--- src/rtl/fb_pixel_plotter_if.sv ---
// Pixel request, flush and memory port bundle for fb_pixel_plotter.
// The slave modport is the plotter; the master side feeds pixels and serves memory.
interface fb_pixel_plotter_if #(
  parameter int COORD_W = 16,
  parameter int BPP     = 1
);
  logic [31:0]        cfg_fb_base;
  logic               pix_valid;
  logic               pix_ready;
  logic [COORD_W-1:0] pix_x;
  logic [COORD_W-1:0] pix_y;
  logic [BPP-1:0]     pix_color;
  logic [1:0]         pix_op;
  logic               flush;
  logic               mem_req_valid;
  logic               mem_req_ready;
  logic               mem_req_we;
  logic [31:0]        mem_req_addr;
  logic [31:0]        mem_req_wdata;
  logic               mem_rsp_valid;
  logic [31:0]        mem_rsp_rdata;
  logic               busy;
  logic [15:0]        clip_count;

  modport master (
    output cfg_fb_base, pix_valid, pix_x, pix_y, pix_color, pix_op, flush,
           mem_req_ready, mem_rsp_valid, mem_rsp_rdata,
    input  pix_ready, mem_req_valid, mem_req_we, mem_req_addr, mem_req_wdata, busy, clip_count
  );

  modport slave (
    input  cfg_fb_base, pix_valid, pix_x, pix_y, pix_color, pix_op, flush,
           mem_req_ready, mem_rsp_valid, mem_rsp_rdata,
    output pix_ready, mem_req_valid, mem_req_we, mem_req_addr, mem_req_wdata, busy, clip_count
  );
endinterface

--- src/rtl/fb_pixel_plotter.sv ---
// Clipping pixel plotter: read-modify-write of 32-bit framebuffer words,
// holding one dirty word so runs of pixels in the same word share one read and one write.
module fb_pixel_plotter #(
  parameter int FB_WIDTH  = 64,
  parameter int FB_HEIGHT = 64,
  parameter int BPP       = 1,
  parameter int COORD_W   = 16
) (
  input logic               clk,
  input logic               rst_n,
  fb_pixel_plotter_if.slave bus
);

  typedef enum logic [2:0] {StIdle, StHold, StWriteback, StRead, StRdwait} state_e;

  state_e         state_q;
  logic [31:0]    hold_addr_q, hold_data_q;
  logic           pend_v_q;
  logic [31:0]    pend_addr_q;
  logic [4:0]     pend_off_q;
  logic [BPP-1:0] pend_color_q;
  logic [1:0]     pend_op_q;
  logic           req_valid_q, req_we_q;
  logic [31:0]    req_addr_q, req_wdata_q;
  logic [15:0]    clip_count_q;

  int          x_s, y_s;
  logic        clipped;
  logic [31:0] lin, bitpos, pix_addr;
  logic [4:0]  pix_off;
  logic        pix_ready;
  logic        accept;

  function automatic logic [31:0] merge(input logic [31:0] w, input logic [BPP-1:0] c,
                                        input logic [4:0] off, input logic [1:0] op);
    logic [31:0] f, m;
    f = 32'(c) << off;
    m = 32'({BPP{1'b1}}) << off;
    case (op)
      2'b00:   merge = w | f;
      2'b01:   merge = (w & ~m) | f;
      2'b10:   merge = w ^ f;
      default: merge = w & ~f;
    endcase
  endfunction

  // Address is only meaningful for unclipped pixels, where L is non-negative.
  always_comb begin
    x_s      = int'($signed(bus.pix_x[COORD_W-1:0]));
    y_s      = int'($signed(bus.pix_y[COORD_W-1:0]));
    clipped  = (x_s < 0) || (x_s >= FB_WIDTH) || (y_s < 0) || (y_s >= FB_HEIGHT);
    lin      = unsigned'(y_s * FB_WIDTH + x_s);
    bitpos   = lin * unsigned'(BPP);
    pix_addr = bus.cfg_fb_base + ((bitpos >> 5) << 2);
    pix_off  = bitpos[4:0];
  end

  assign pix_ready = (state_q == StIdle) || ((state_q == StHold) && !bus.flush);
  assign accept    = bus.pix_valid && pix_ready;

  always_ff @(posedge clk or negedge rst_n) begin
    if (!rst_n) begin
      state_q      <= StIdle;
      hold_addr_q  <= '0;
      hold_data_q  <= '0;
      pend_v_q     <= 1'b0;
      pend_addr_q  <= '0;
      pend_off_q   <= '0;
      pend_color_q <= '0;
      pend_op_q    <= '0;
      req_valid_q  <= 1'b0;
      req_we_q     <= 1'b0;
      req_addr_q   <= '0;
      req_wdata_q  <= '0;
      clip_count_q <= '0;
    end else begin
      if (accept && clipped && (clip_count_q != 16'hFFFF)) begin
        clip_count_q <= clip_count_q + 16'd1;
      end
      unique case (state_q)
        StIdle: begin
          if (accept && !clipped) begin
            pend_addr_q  <= pix_addr;
            pend_off_q   <= pix_off;
            pend_color_q <= bus.pix_color;
            pend_op_q    <= bus.pix_op;
            req_valid_q  <= 1'b1;
            req_we_q     <= 1'b0;
            req_addr_q   <= pix_addr;
            state_q      <= StRead;
          end
        end
        StHold: begin
          if (bus.flush) begin
            pend_v_q    <= 1'b0;
            req_valid_q <= 1'b1;
            req_we_q    <= 1'b1;
            req_addr_q  <= hold_addr_q;
            req_wdata_q <= hold_data_q;
            state_q     <= StWriteback;
          end else if (accept && !clipped) begin
            if (pix_addr == hold_addr_q) begin
              hold_data_q <= merge(hold_data_q, bus.pix_color, pix_off, bus.pix_op);
            end else begin
              pend_v_q     <= 1'b1;
              pend_addr_q  <= pix_addr;
              pend_off_q   <= pix_off;
              pend_color_q <= bus.pix_color;
              pend_op_q    <= bus.pix_op;
              req_valid_q  <= 1'b1;
              req_we_q     <= 1'b1;
              req_addr_q   <= hold_addr_q;
              req_wdata_q  <= hold_data_q;
              state_q      <= StWriteback;
            end
          end
        end
        StWriteback: begin
          if (bus.mem_req_ready) begin
            // A pending pixel turns the request straight into its read.
            if (pend_v_q) begin
              pend_v_q   <= 1'b0;
              req_we_q   <= 1'b0;
              req_addr_q <= pend_addr_q;
              state_q    <= StRead;
            end else begin
              req_valid_q <= 1'b0;
              state_q     <= StIdle;
            end
          end
        end
        StRead: begin
          if (bus.mem_req_ready) begin
            req_valid_q <= 1'b0;
            state_q     <= StRdwait;
          end
        end
        StRdwait: begin
          if (bus.mem_rsp_valid) begin
            hold_addr_q <= pend_addr_q;
            hold_data_q <= merge(bus.mem_rsp_rdata, pend_color_q, pend_off_q, pend_op_q);
            state_q     <= StHold;
          end
        end
        default: state_q <= StIdle;
      endcase
    end
  end

  assign bus.pix_ready     = pix_ready;
  assign bus.mem_req_valid = req_valid_q;
  assign bus.mem_req_we    = req_we_q;
  assign bus.mem_req_addr  = req_addr_q;
  assign bus.mem_req_wdata = req_wdata_q;
  assign bus.busy          = (state_q != StIdle);
  assign bus.clip_count    = clip_count_q;

endmodule
--- src/flat_wrapper.sv ---
// flat-port wrapper written by rule: the top's interface ports become plain ports
module fb_pixel_plotter_flat 
#(
  parameter int FB_WIDTH  = 64,
  parameter int FB_HEIGHT = 64,
  parameter int BPP       = 1,
  parameter int COORD_W   = 16
)
  (clk, rst_n, bus_cfg_fb_base, bus_pix_valid, bus_pix_x, bus_pix_y, bus_pix_color, bus_pix_op, bus_flush, bus_mem_req_ready, bus_mem_rsp_valid, bus_mem_rsp_rdata, bus_pix_ready, bus_mem_req_valid, bus_mem_req_we, bus_mem_req_addr, bus_mem_req_wdata, bus_busy, bus_clip_count);
  fb_pixel_plotter_if #(.COORD_W(COORD_W), .BPP(BPP)) bus_i ();
  input logic clk;
  input logic rst_n;
  input wire logic [$bits(bus_i.cfg_fb_base)-1:0] bus_cfg_fb_base;
  input wire logic [$bits(bus_i.pix_valid)-1:0] bus_pix_valid;
  input wire logic [$bits(bus_i.pix_x)-1:0] bus_pix_x;
  input wire logic [$bits(bus_i.pix_y)-1:0] bus_pix_y;
  input wire logic [$bits(bus_i.pix_color)-1:0] bus_pix_color;
  input wire logic [$bits(bus_i.pix_op)-1:0] bus_pix_op;
  input wire logic [$bits(bus_i.flush)-1:0] bus_flush;
  input wire logic [$bits(bus_i.mem_req_ready)-1:0] bus_mem_req_ready;
  input wire logic [$bits(bus_i.mem_rsp_valid)-1:0] bus_mem_rsp_valid;
  input wire logic [$bits(bus_i.mem_rsp_rdata)-1:0] bus_mem_rsp_rdata;
  output wire logic [$bits(bus_i.pix_ready)-1:0] bus_pix_ready;
  output wire logic [$bits(bus_i.mem_req_valid)-1:0] bus_mem_req_valid;
  output wire logic [$bits(bus_i.mem_req_we)-1:0] bus_mem_req_we;
  output wire logic [$bits(bus_i.mem_req_addr)-1:0] bus_mem_req_addr;
  output wire logic [$bits(bus_i.mem_req_wdata)-1:0] bus_mem_req_wdata;
  output wire logic [$bits(bus_i.busy)-1:0] bus_busy;
  output wire logic [$bits(bus_i.clip_count)-1:0] bus_clip_count;
  assign bus_i.cfg_fb_base = bus_cfg_fb_base;
  assign bus_i.pix_valid = bus_pix_valid;
  assign bus_i.pix_x = bus_pix_x;
  assign bus_i.pix_y = bus_pix_y;
  assign bus_i.pix_color = bus_pix_color;
  assign bus_i.pix_op = bus_pix_op;
  assign bus_i.flush = bus_flush;
  assign bus_i.mem_req_ready = bus_mem_req_ready;
  assign bus_i.mem_rsp_valid = bus_mem_rsp_valid;
  assign bus_i.mem_rsp_rdata = bus_mem_rsp_rdata;
  assign bus_pix_ready = bus_i.pix_ready;
  assign bus_mem_req_valid = bus_i.mem_req_valid;
  assign bus_mem_req_we = bus_i.mem_req_we;
  assign bus_mem_req_addr = bus_i.mem_req_addr;
  assign bus_mem_req_wdata = bus_i.mem_req_wdata;
  assign bus_busy = bus_i.busy;
  assign bus_clip_count = bus_i.clip_count;
  fb_pixel_plotter #(.FB_WIDTH(FB_WIDTH), .FB_HEIGHT(FB_HEIGHT), .BPP(BPP), .COORD_W(COORD_W)) u_core (.clk(clk), .rst_n(rst_n), .bus(bus_i));
endmodule
--- config.mk ---
export PLATFORM = sky130hd
export DESIGN_NAME = fb_pixel_plotter_flat
export DESIGN_NICKNAME = d
export VERILOG_FILES = /design/src/rtl/fb_pixel_plotter_if.sv /design/src/rtl/fb_pixel_plotter.sv /design/src/flat_wrapper.sv
export SDC_FILE = /design/constraint.sdc
export NUM_CORES = 1
export LEC_CHECK = 0
export ABC_CLOCK_PERIOD_IN_PS = 3150
export BUFFER_PORTS_ARGS = -buffer_cell sky130_fd_sc_hd__buf_2
export CORE_ASPECT_RATIO = 1.5
export CORE_UTILIZATION = 30
export DETAILED_ROUTE_END_ITERATION = 7
export PLACE_DENSITY = 0.56
export SLEW_MARGIN = 15
export SYNTH_ARGS = -nofsm -noshare
export SYNTH_HDL_FRONTEND = slang
export SYNTH_SLANG_ARGS = --single-unit
--- constraint.sdc ---
create_clock -name clk -period 3.15 [get_ports clk]
set_input_delay 0.4725 -clock clk [delete_from_list [all_inputs] [get_ports clk]]
set_output_delay 0.4725 -clock clk [all_outputs]
set_load 0.005 [all_outputs]
* Word-level counts from Yosys, hierarchy flattened *
Index checks and enable logic that the tools add are counted.

storage, ports and cells
  logic and storage cells = 149
  input port bits = 105
  bits in read-only memories = 0
  bits in latches = 0
  bits in writable memories = 0
  flip-flop bits (word level) = 190
  memories kept = 0

cells by class
  equality and inequality tests = 23
  reductions and logical operators = 29
  shift-type cells = 4
  multiply operators = 0
  magnitude comparators = 4
  div/mod/pow operators = 0
  bitwise logic cells = 14
  add/sub/neg operators = 3
  muxes and demuxes = 59

operators by type and width
  kind                                                         number
  2-to-1 mux 32 bit                                            16
  case mux 32 bit (3 select lines)                             3
  AND 32 bit                                                   4
  inverter 32 bit                                              4
  OR 32 bit                                                    4
  case mux 32 bit (2 select lines)                             2
  left shift 1 x 5 -> 32 bit                                   2
  left shift 1 x 5 -> 32 bit, first input constant             2
  bitwise XOR 32 bit                                           2
  adder 32 x 29 -> 32 bit                                      1
  equality test 32 bit                                         1
  >= comparator 16 x 8 -> 1 bit, second input constant         2
  less-than comparator 16 x 1 -> 1 bit, second input constant  2
  adder 22 x 16 -> 23 bit                                      1
  2-to-1 mux 3 bit                                             7
  2-to-1 mux 5 bit                                             4
  != test 2 bit, second input constant                         10
  adder 16 x 1 -> 16 bit, second input constant                1
  != test 16 bit, second input constant                        1
  2-to-1 mux 1 bit                                             15
  case mux 3 bit (5 select lines)                              1
  AND reduction 6 bit                                          2
  2-to-1 mux 2 bit                                             5
  case mux 5 bit (2 select lines)                              1
  other kinds (24)                                             43

* Logic depth before layout (Yosys ltp) *
Gate-level depths: netlist of run 1.

  depth in word-level cells = 10
  gate-level depth with buffers = 27
  depth with buffers taken out = 24

* Worst setup path after synthesis of run 1 *
OpenSTA, ideal clock, no wires.

  kind = in2reg
  from = input port bus_pix_y[0]
  to = register u_core.req_wdata_q[0], in the netlist u_core.bus.mem_req_wdata[0]
  arrival time = 6.208 ns
  slack = -3.182 ns
  cell stages on the path = 26
  buffers on the path = 2
  library setup time = 0.125 ns
  cells stage by stage = ha_1 inv_1 fa_1 nor2b_1 o21ai_0 a21boi_0 o21ai_0 a21oi_1 o21ai_0 a21oi_1 nor3_1 nor4_1 o31ai_1 ha_1 buf_2 a21oi_1 o211ai_1 a2111oi_2 o2111ai_1 a2111oi_2 o2111ai_1 nor4_4 nand4_1 o211ai_2 buf_2 mux2_2

on the way
  cells in the longest elaborated chain, start to end = 7
  elaborated cells between the ends (all ways) = 12

RTL lines
  element                                                          RTL line                 text
  start, declared                                                  flat_wrapper.sv:16       input wire logic [$bits(bus_i.pix_y)-1:0] bus_pix_y;
  branches (longest 6 deep; another with adder 32 x 29 -> 32 bit)  --
  AND reduction 3 bit (no source line) (*)                         --
  end signal, assigned                                             fb_pixel_plotter.sv:99   req_wdata_q <= hold_data_q;
  end signal, assigned                                             fb_pixel_plotter.sv:113  req_wdata_q <= hold_data_q;
  end, declared                                                    fb_pixel_plotter.sv:24   logic [31:0] req_addr_q, req_wdata_q;

Every way passes the cells marked *.
A chain may end at the register's enable or synchronous reset.

* Final worst setup path of run 1 *
  from = input port bus_pix_x[6]
  to = register u_core.hold_data_q[7]

on the way
  cells in the longest elaborated chain, start to end = 8
  elaborated cells between the ends (all ways) = 13

RTL lines
  element                                                          RTL line                 text
  start, declared                                                  flat_wrapper.sv:15       input wire logic [$bits(bus_i.pix_x)-1:0] bus_pix_x;
  branches (longest 7 deep; another with adder 32 x 29 -> 32 bit)  --
  AND reduction 5 bit (no source line) (*)                         --
  end signal, assigned                                             fb_pixel_plotter.sv:103  hold_data_q <= merge(hold_data_q, bus.pix_color, pix_off, bus.pix_op);
  end signal, assigned                                             fb_pixel_plotter.sv:141  hold_data_q <= merge(bus.mem_rsp_rdata, pend_color_q, pend_off_q, pend_op_q);
  end, declared                                                    fb_pixel_plotter.sv:17   logic [31:0] hold_addr_q, hold_data_q;

Marked as above.

==> reports/results.ini, run 1 <==
[grt]
grt_max_degree=70
grt-ovfl-total=0
grt.total_usage_pct=22.6
antenna_found_initial=1
grt_pass1_wl_mm=88.1
first_global_vias=15516

[critical_path]
crit_type=in2reg
end_kind=flop
required_ns=3.49
max_stage_delay_ns=0.47
cp_slowest_cell=xnor2_1
reg2reg_from=u_core.hold_addr_q[8]$_DFFE_PN0P_
ff2ff_path_depth=13
r2r-end=u_core.hold_data_q[7]$_DFFE_PN0P_
worstPathArrival_ns=5.87
cp-start-kind=primary input
crit_top_cell=o21ai_2
worstPathMaxFanout=8
reg2reg_slack_ns=-0.42

[detailed_routing]
antenna_left=0
via_count=15424
wl_per_cell_um=20.1
remaining_drc_errors=0
vias_per_cell=5.27
drt-pass1-iter-count=7
drt_iter0_markers=955
routed_wl_mm=58.8

[floorplan]
rows=100
start_util_pct=30.4
core_area_um2=49800
ios=189
die_x_um=185
fp.dieH_um=277
dieArea_um2=51400

[power_and_ir_drop]
power_w=0.0137
power_density_nw_per_um2=661
leakagePower_nw=9.63
max-vdd-ir-drop_uv=330

[sta]
hold_ws_ns=-0.00113
fin_tns_setup_ns=-324.39
hold_viol=2
timing.final.ws_setup_ns=-2.37
setup_viol=141
slew_headroom_pct=27.0
post-route-min-period_ns=5.52
skew_ns=0.0175
worst_pin_slew_ns=1.09
rsz0062_at_grt=true
max_freq_mhz=181
drv_slew=0
period_share_pct=175

[place]
hpwl_mm=44.8
numPortBuffers=188
place_congestion=1.03
placed_area_um2=19000

[status]
outcome=finished with violations
violations=hold timing, setup timing

[synthesis]
yosysSeqAreaShare_pct=31.4
ys.warnings.count=0
synth_seq_cells=190
yosysTopAreaCell=dfrtp_1
yosys.area.top_type_share_pct=31.4
syn_avg_cell_area_um2=8.32
synth_edf_count=0
syn_area_um2=15200
ys_top_cells_by_area=dfrtp_1 (31%), nand2_1 (9.3%), ha_1 (9.2%)
synth.distinct_cells=85
synth_async_sr_flop_share_pct=100
synthFlopType=dfrtp_1
synth_cells=1822
syn-num-nets=2041

[cts]
cts_root_buf=clkbuf_16
path_clk_slew_ns=0.08
htreeDepth=4
clock-sinks=190
clkLatencyLatePin_ns=0.47
clockBufferDepth=2
numCtsBuffers=17
cts_tree=done

[hold_path]
hold_class=in2async

[finish]
final_area_um2=20600
n_fill_cell=5082
drive_gt1_share_pct=33.0
final_cell_mix=nand2_1 (369), buf_4 (299), dfrtp_1 (189)
fin_nets=2467
multi_input_area_um2=10500
regArea_um2=4760
final_common_cell=nand2_1
syn_to_final_growth_pct=36.3
diodes=0

[job]
cap_violations=0

==> layout make-up <==
class | instances | share of cell area (%)
tap | 663 | 4.02
inverter | 44 | 0.800
clock inverter | 14 | 0.679
timing repair buffer | 519 | 18.5
clock buffer | 18 | 2.08
multi-input combinational | 1476 | 50.9
sequential | 190 | 23.0
==> worst max-delay path by stage <==
stage,slack (ns),start,end
finish,-2.37,bus_pix_x[6],u_core.hold_data_q[7]$_DFFE_PN0P_
CTS,-2.36,bus_pix_y[0],u_core.bus.mem_req_wdata[2]$_DFFE_PN0P_
global placement,-3.31,bus_pix_x[6],u_core.bus.mem_req_wdata[21]$_DFFE_PN0P_
global route,-2.69,bus_pix_x[6],u_core.hold_data_q[7]$_DFFE_PN0P_
floorplan,-2.31,bus_pix_y[0],u_core.hold_data_q[17]$_DFFE_PN0P_
detailed placement,-3.38,bus_pix_x[6],u_core.bus.mem_req_wdata[21]$_DFFE_PN0P_
==> routing by layer <==
metal / vias up / GRT usage [%] / wire, um
li1: 7400 / - / -
met1: 7437 / 24.5 / 22100
met2: 445 / 41.4 / 31100
met3: 140 / 2.49 / 2050
met4: 2 / 13.3 / 3550
met5: - / 0 / 8
==> critical path, delay by kind of cell <==
kind	cells	cell delay, ns
AO/OA/AOI/OAI	12	2.06
AND/OR/NAND/NOR	6	1.29
adder cells (fa/ha/maj)	3	0.79
buffers and inverters	6	0.75
XOR/XNOR	1	0.47
==> registers in the layout, summed over array words and instances (netlist names) <==
signal and count:
u_core.hold_addr_q 32, u_core.pend_v_q 1, u_core.pend_addr_q 32, u_core.pend_off_q 5, u_core.pend_color_q 1, u_core.bus.mem_req_valid 1
u_core.pend_op_q 2, u_core.bus.mem_req_wdata 32, u_core.hold_data_q 32, u_core.bus.clip_count 16, u_core.bus.mem_req_we 1, u_core.state_q 3
u_core.bus.mem_req_addr 32
==> synth_stat cells, types with 5 or more instances <==
| library cell | instances |
|---|---|
| nand2_1 | 375 |
| dfrtp_1 | 190 |
| o21ai_0 | 138 |
| a21oi_1 | 122 |
| nor2_1 | 120 |
| ha_1 | 112 |
| mux2_2 | 96 |
| clkbuf_1 | 80 |
| a22oi_1 | 48 |
| inv_1 | 44 |
| o211ai_1 | 44 |
| nand3_1 | 41 |
| xnor2_1 | 41 |
| o221a_1 | 30 |
| nor3_1 | 27 |
| nor2b_1 | 23 |
| buf_2 | 20 |
| nand2b_1 | 20 |
| xor2_1 | 20 |
| nand4_1 | 19 |
| mux2i_1 | 12 |
| nor4_1 | 12 |
| a211oi_1 | 11 |
| a21o_1 | 11 |
| o21a_1 | 9 |
| or3_1 | 8 |
| xnor3_1 | 8 |
| a31oi_1 | 7 |
| and2_1 | 7 |
| and3_1 | 7 |
| o21ai_1 | 7 |
| buf_1 | 6 |
| or2_2 | 6 |
| o31ai_1 | 5 |
==> report_power, final <==
group / internal (W) / switching [W] / leakage (nW)
logic: 0.00389 / 0.00369 / 6.94
registers: 0.00317 / 0.000724 / 2.41
clock network: 0.00106 / 0.00112 / 0.280
==> repair_timing <==
action,CTS,global route
endpoints found under the setup margin,141,141
hold buffers,0,0
gates cloned,3,7
buffers inserted,22,11
gates resized for setup,91,21
pin swaps,35,28
==> metrics by stage <==
step | instances | util, % | setup WS [ns]
after floorplan | 1822 | - | -2.31
after global placement | 2850 | 38.2 | -3.31
after detailed placement | 2850 | 38.2 | -3.38
after CTS | 2907 | 40.8 | -2.36
after global routing | 2924 | 41.5 | -2.69
final | 2924 | 41.5 | -2.37
==> kinds of logic after synthesis <==
family | count (synthesis) | synth area share, %
simple gates | 688 | 20.2
xor+xnor | 72 | 5.14
buf+inv | 156 | 4.28
mux | 108 | 7.93
fa+ha+maj | 114 | 9.51
flops | 190 | 31.4
compound gates | 494 | 21.6
Note: power is estimated with default switching activity, not from simulation.
==> run 2, diff against run 1 <==
Settings changed: CELL_PAD_IN_SITES_DETAIL_PLACEMENT from default to 1, CELL_PAD_IN_SITES_GLOBAL_PLACEMENT from default to 1, PLACE_DENSITY 0.56 to 0.69.
==> run 2 against run 1 <==
  * The run ends with setup timing left
  * Clock power increased by 3%
  * Worst setup slack got worse by 0.15 ns
  * Global-route usage grew 1.6 points
  * Cell count fell by 0.10%
  * Sequential power rose by 2%
  * Clock skew is 0.0040 ns lower
  * Routed wire length is 8.6% higher
  * Critical endpoint is now u_core.hold_data_q[26]$_DFFE_PN0P_
  * Highest routed layer is now met4
==> reports/results.ini, run 2 (synthesized netlist as in run 1, its figures left out) <==
[finish]
final_common_cell=nand2_1
fin_util_pct=41.9  ; +0.40 points
fin_nets=2464  ; -0.12%
syn_to_final_growth_pct=37.6
drive_gt1_share_pct=33.0  ; +0.044 points
n_fill_cell=5992  ; +18%
diodes=0  ; unchanged
final_cell_mix=nand2_1 (370), buf_4 (287), dfrtp_1 (189)

[sta]
period_share_pct=180  ; +4.6 points
setup_viol=141  ; unchanged
hold_viol=0  ; -2
fin_tns_setup_ns=-342.55  ; -18.17 ns
post-route-min-period_ns=5.67  ; +0.146 ns
drv_slew=0  ; unchanged
timing.final.ws_setup_ns=-2.52  ; -0.146 ns
slew_headroom_pct=51.8  ; +25 points
skew_ns=0.0135  ; -0.00397 ns
worst_pin_slew_ns=0.722  ; -0.372 ns
rsz0062_at_grt=true
max_freq_mhz=176  ; -2.6%

[critical_path]
reg2reg_slack_ns=-0.52  ; -0.10 ns
ff2ff_path_depth=14  ; +1
cp_slowest_cell=a2111oi_4
r2r-end=u_core.hold_data_q[26]$_DFFE_PN0P_
critPathBufInv=7  ; +1
max_stage_delay_ns=0.36  ; -0.11 ns
required_ns=3.49  ; about the same
crit_type=in2reg
reg2reg_from=u_core.hold_addr_q[8]$_DFFE_PN0P_
worstPathMaxFanout=16  ; +8
cp-start-kind=primary input
critPathTopFamily=compound AO/OA/AOI/OAI gates
worstPathArrival_ns=6.01  ; +0.14 ns
end_kind=flop

[floorplan]
start_util_pct=30.4  ; unchanged
fp.dieH_um=277  ; unchanged
dieArea_um2=51400  ; unchanged
core_area_um2=49800  ; unchanged
die_x_um=185  ; unchanged
rows=100  ; unchanged
ios=189  ; unchanged

[detailed_routing]
via_count=15834  ; +2.7%
drt_iter0_markers=776  ; -19%
remaining_drc_errors=0  ; unchanged
antenna_left=0  ; unchanged
wl_per_cell_um=21.9  ; +8.7%
vias_per_cell=5.42  ; +2.8%
drt-pass1-iter-count=5  ; -2
routed_wl_mm=63.8  ; +8.6%

[status]
outcome=finished with violations
violations=setup timing

[power_and_ir_drop]
seqPwrFrac_pct=28.7  ; +0.2 points
max-vdd-ir-drop_uv=442  ; +34%
p_clk_share_pct=16.3  ; +0.3 points
leakagePower_nw=9.70  ; +0.74%
p_int_w=0.00813  ; +0.13%
combPwrFrac_pct=55.1  ; -0.4 points
sw_frac_of_total_pct=41.1  ; +0.54 points
power_w=0.0138  ; +1.0%
power_density_nw_per_um2=662  ; about the same
power_switching_w=0.00566  ; +2.4%

[grt]
antenna_found_initial=0  ; -1
grt-ovfl-total=0  ; unchanged
grt_max_degree=67  ; -4.3%
grt_pass1_wl_mm=94.6  ; +7.4%
first_global_vias=16710  ; +7.7%
grt.total_usage_pct=24.1  ; +1.6 points

[place]
hpwl_mm=47.9  ; +7.0%
place_congestion=0.951  ; -7.3%
numPortBuffers=188  ; unchanged
dp_slack_ns=-3.85  ; -0.469 ns

[cts]
cts_hold_buffers=0  ; unchanged
htreeDepth=4  ; unchanged
cts_root_buf=clkbuf_16
path_clk_slew_ns=0.08  ; about the same
clockBufferDepth=2  ; unchanged
clkLatencyLatePin_ns=0.46  ; about the same
numCtsBuffers=17  ; unchanged
cts_tree=done
clock-sinks=190  ; unchanged

[hold_path]
hold_class=in2async

[job]
cap_violations=0  ; unchanged

## run 2: cell types whose count changed in the layout (fill, tap and decap cells not counted), moves of 3 or more
cell	before	now
buf_6	10	20
mux2_2	34	11
buf_4	299	287
mux2_4	62	85
ha_4	9	12
o21ai_2	9	6
## run 2: worst max path at each step
stage	startpoint	to	depth (start not counted)
2_1_floorplan	bus_pix_y[0]	u_core.hold_data_q[17]$_DFFE_PN0P_	27
3_3_place_gp	bus_pix_x[6]	u_core.bus.mem_req_addr[1]$_DFFE_PN0P_	27
3_5_place_dp	bus_pix_x[6]	u_core.bus.mem_req_addr[7]$_DFFE_PN0P_	27
4_1_cts	bus_pix_x[6]	u_core.hold_data_q[25]$_DFFE_PN0P_	32
5_1_grt	bus_pix_x[6]	u_core.hold_data_q[26]$_DFFE_PN0P_	30
6_report	bus_pix_x[6]	u_core.hold_data_q[26]$_DFFE_PN0P_	30
## run 2: power groups by stage
stage                     Clock, W  Combinational [W]  Sequential (W)
after global routing       0.00237            0.00820         0.00405
after floorplan                  0            0.00400         0.00370
after global placement           0            0.00669         0.00394
after detailed placement         0            0.00695         0.00398
final                      0.00224            0.00760         0.00396
after CTS                  0.00229            0.00733         0.00395
## run 2: worst register-to-register path: stages, from the launching register on
cell	delay (ns)
dfrtp_1	0.50
or4b_1	0.20
nand4_1	0.10
buf_4	0.16
a2111oi_4	0.41
o2111ai_2	0.23
a2111oi_4	0.30
o2111ai_2	0.19
nor4_4	0.33
buf_4	0.17
nand4_4	0.12
buf_6	0.16
or2_4	0.27
buf_12	0.17
o221a_1	0.24
## run 2: repair_timing
action	4_1_cts	5_1_grt
gates cloned	5	7
pin swaps	30	48
endpoints found under the setup margin	141	141
setup buffers	22	15
gates resized for setup	45	121
## run 2: through the flow
step	cells	area (um^2)	hold WS (ns)
2_1_floorplan	1822	15500	0.177
3_5_place_dp	2845	19000	0.483
6_report	2921	20800	0.00450
3_3_place_gp	2845	19000	0.465
4_1_cts	2904	20100	0.0287
5_1_grt	2921	20800	0.0257
## run 2: cell type report
cell class                 instances  area, um^2  share of cell area [%]
clock buffer                      18         429                    2.06
clock inverter                    14         169                   0.810
inverter                          44         165                   0.792
multi-input combinational       1476       10700                    51.3
sequential                       190        4760                    22.8
tap                              663         830                    3.98
timing repair buffer             516        3800                    18.2
## run 2: routing by layer
| layer | part of all wire [%] | vias to the layer above | track usage (%) |
|---|---|---|---|
| li1 | - | 7393 | - |
| met2 | 54 | 366 | 45.4 |
| met3 | 2.9 | 131 | 2.45 |
| met5 | 0 | - | 0 |
| met4 | 5.6 | 0 | 13.1 |
| met1 | 37 | 7944 | 25.8 |
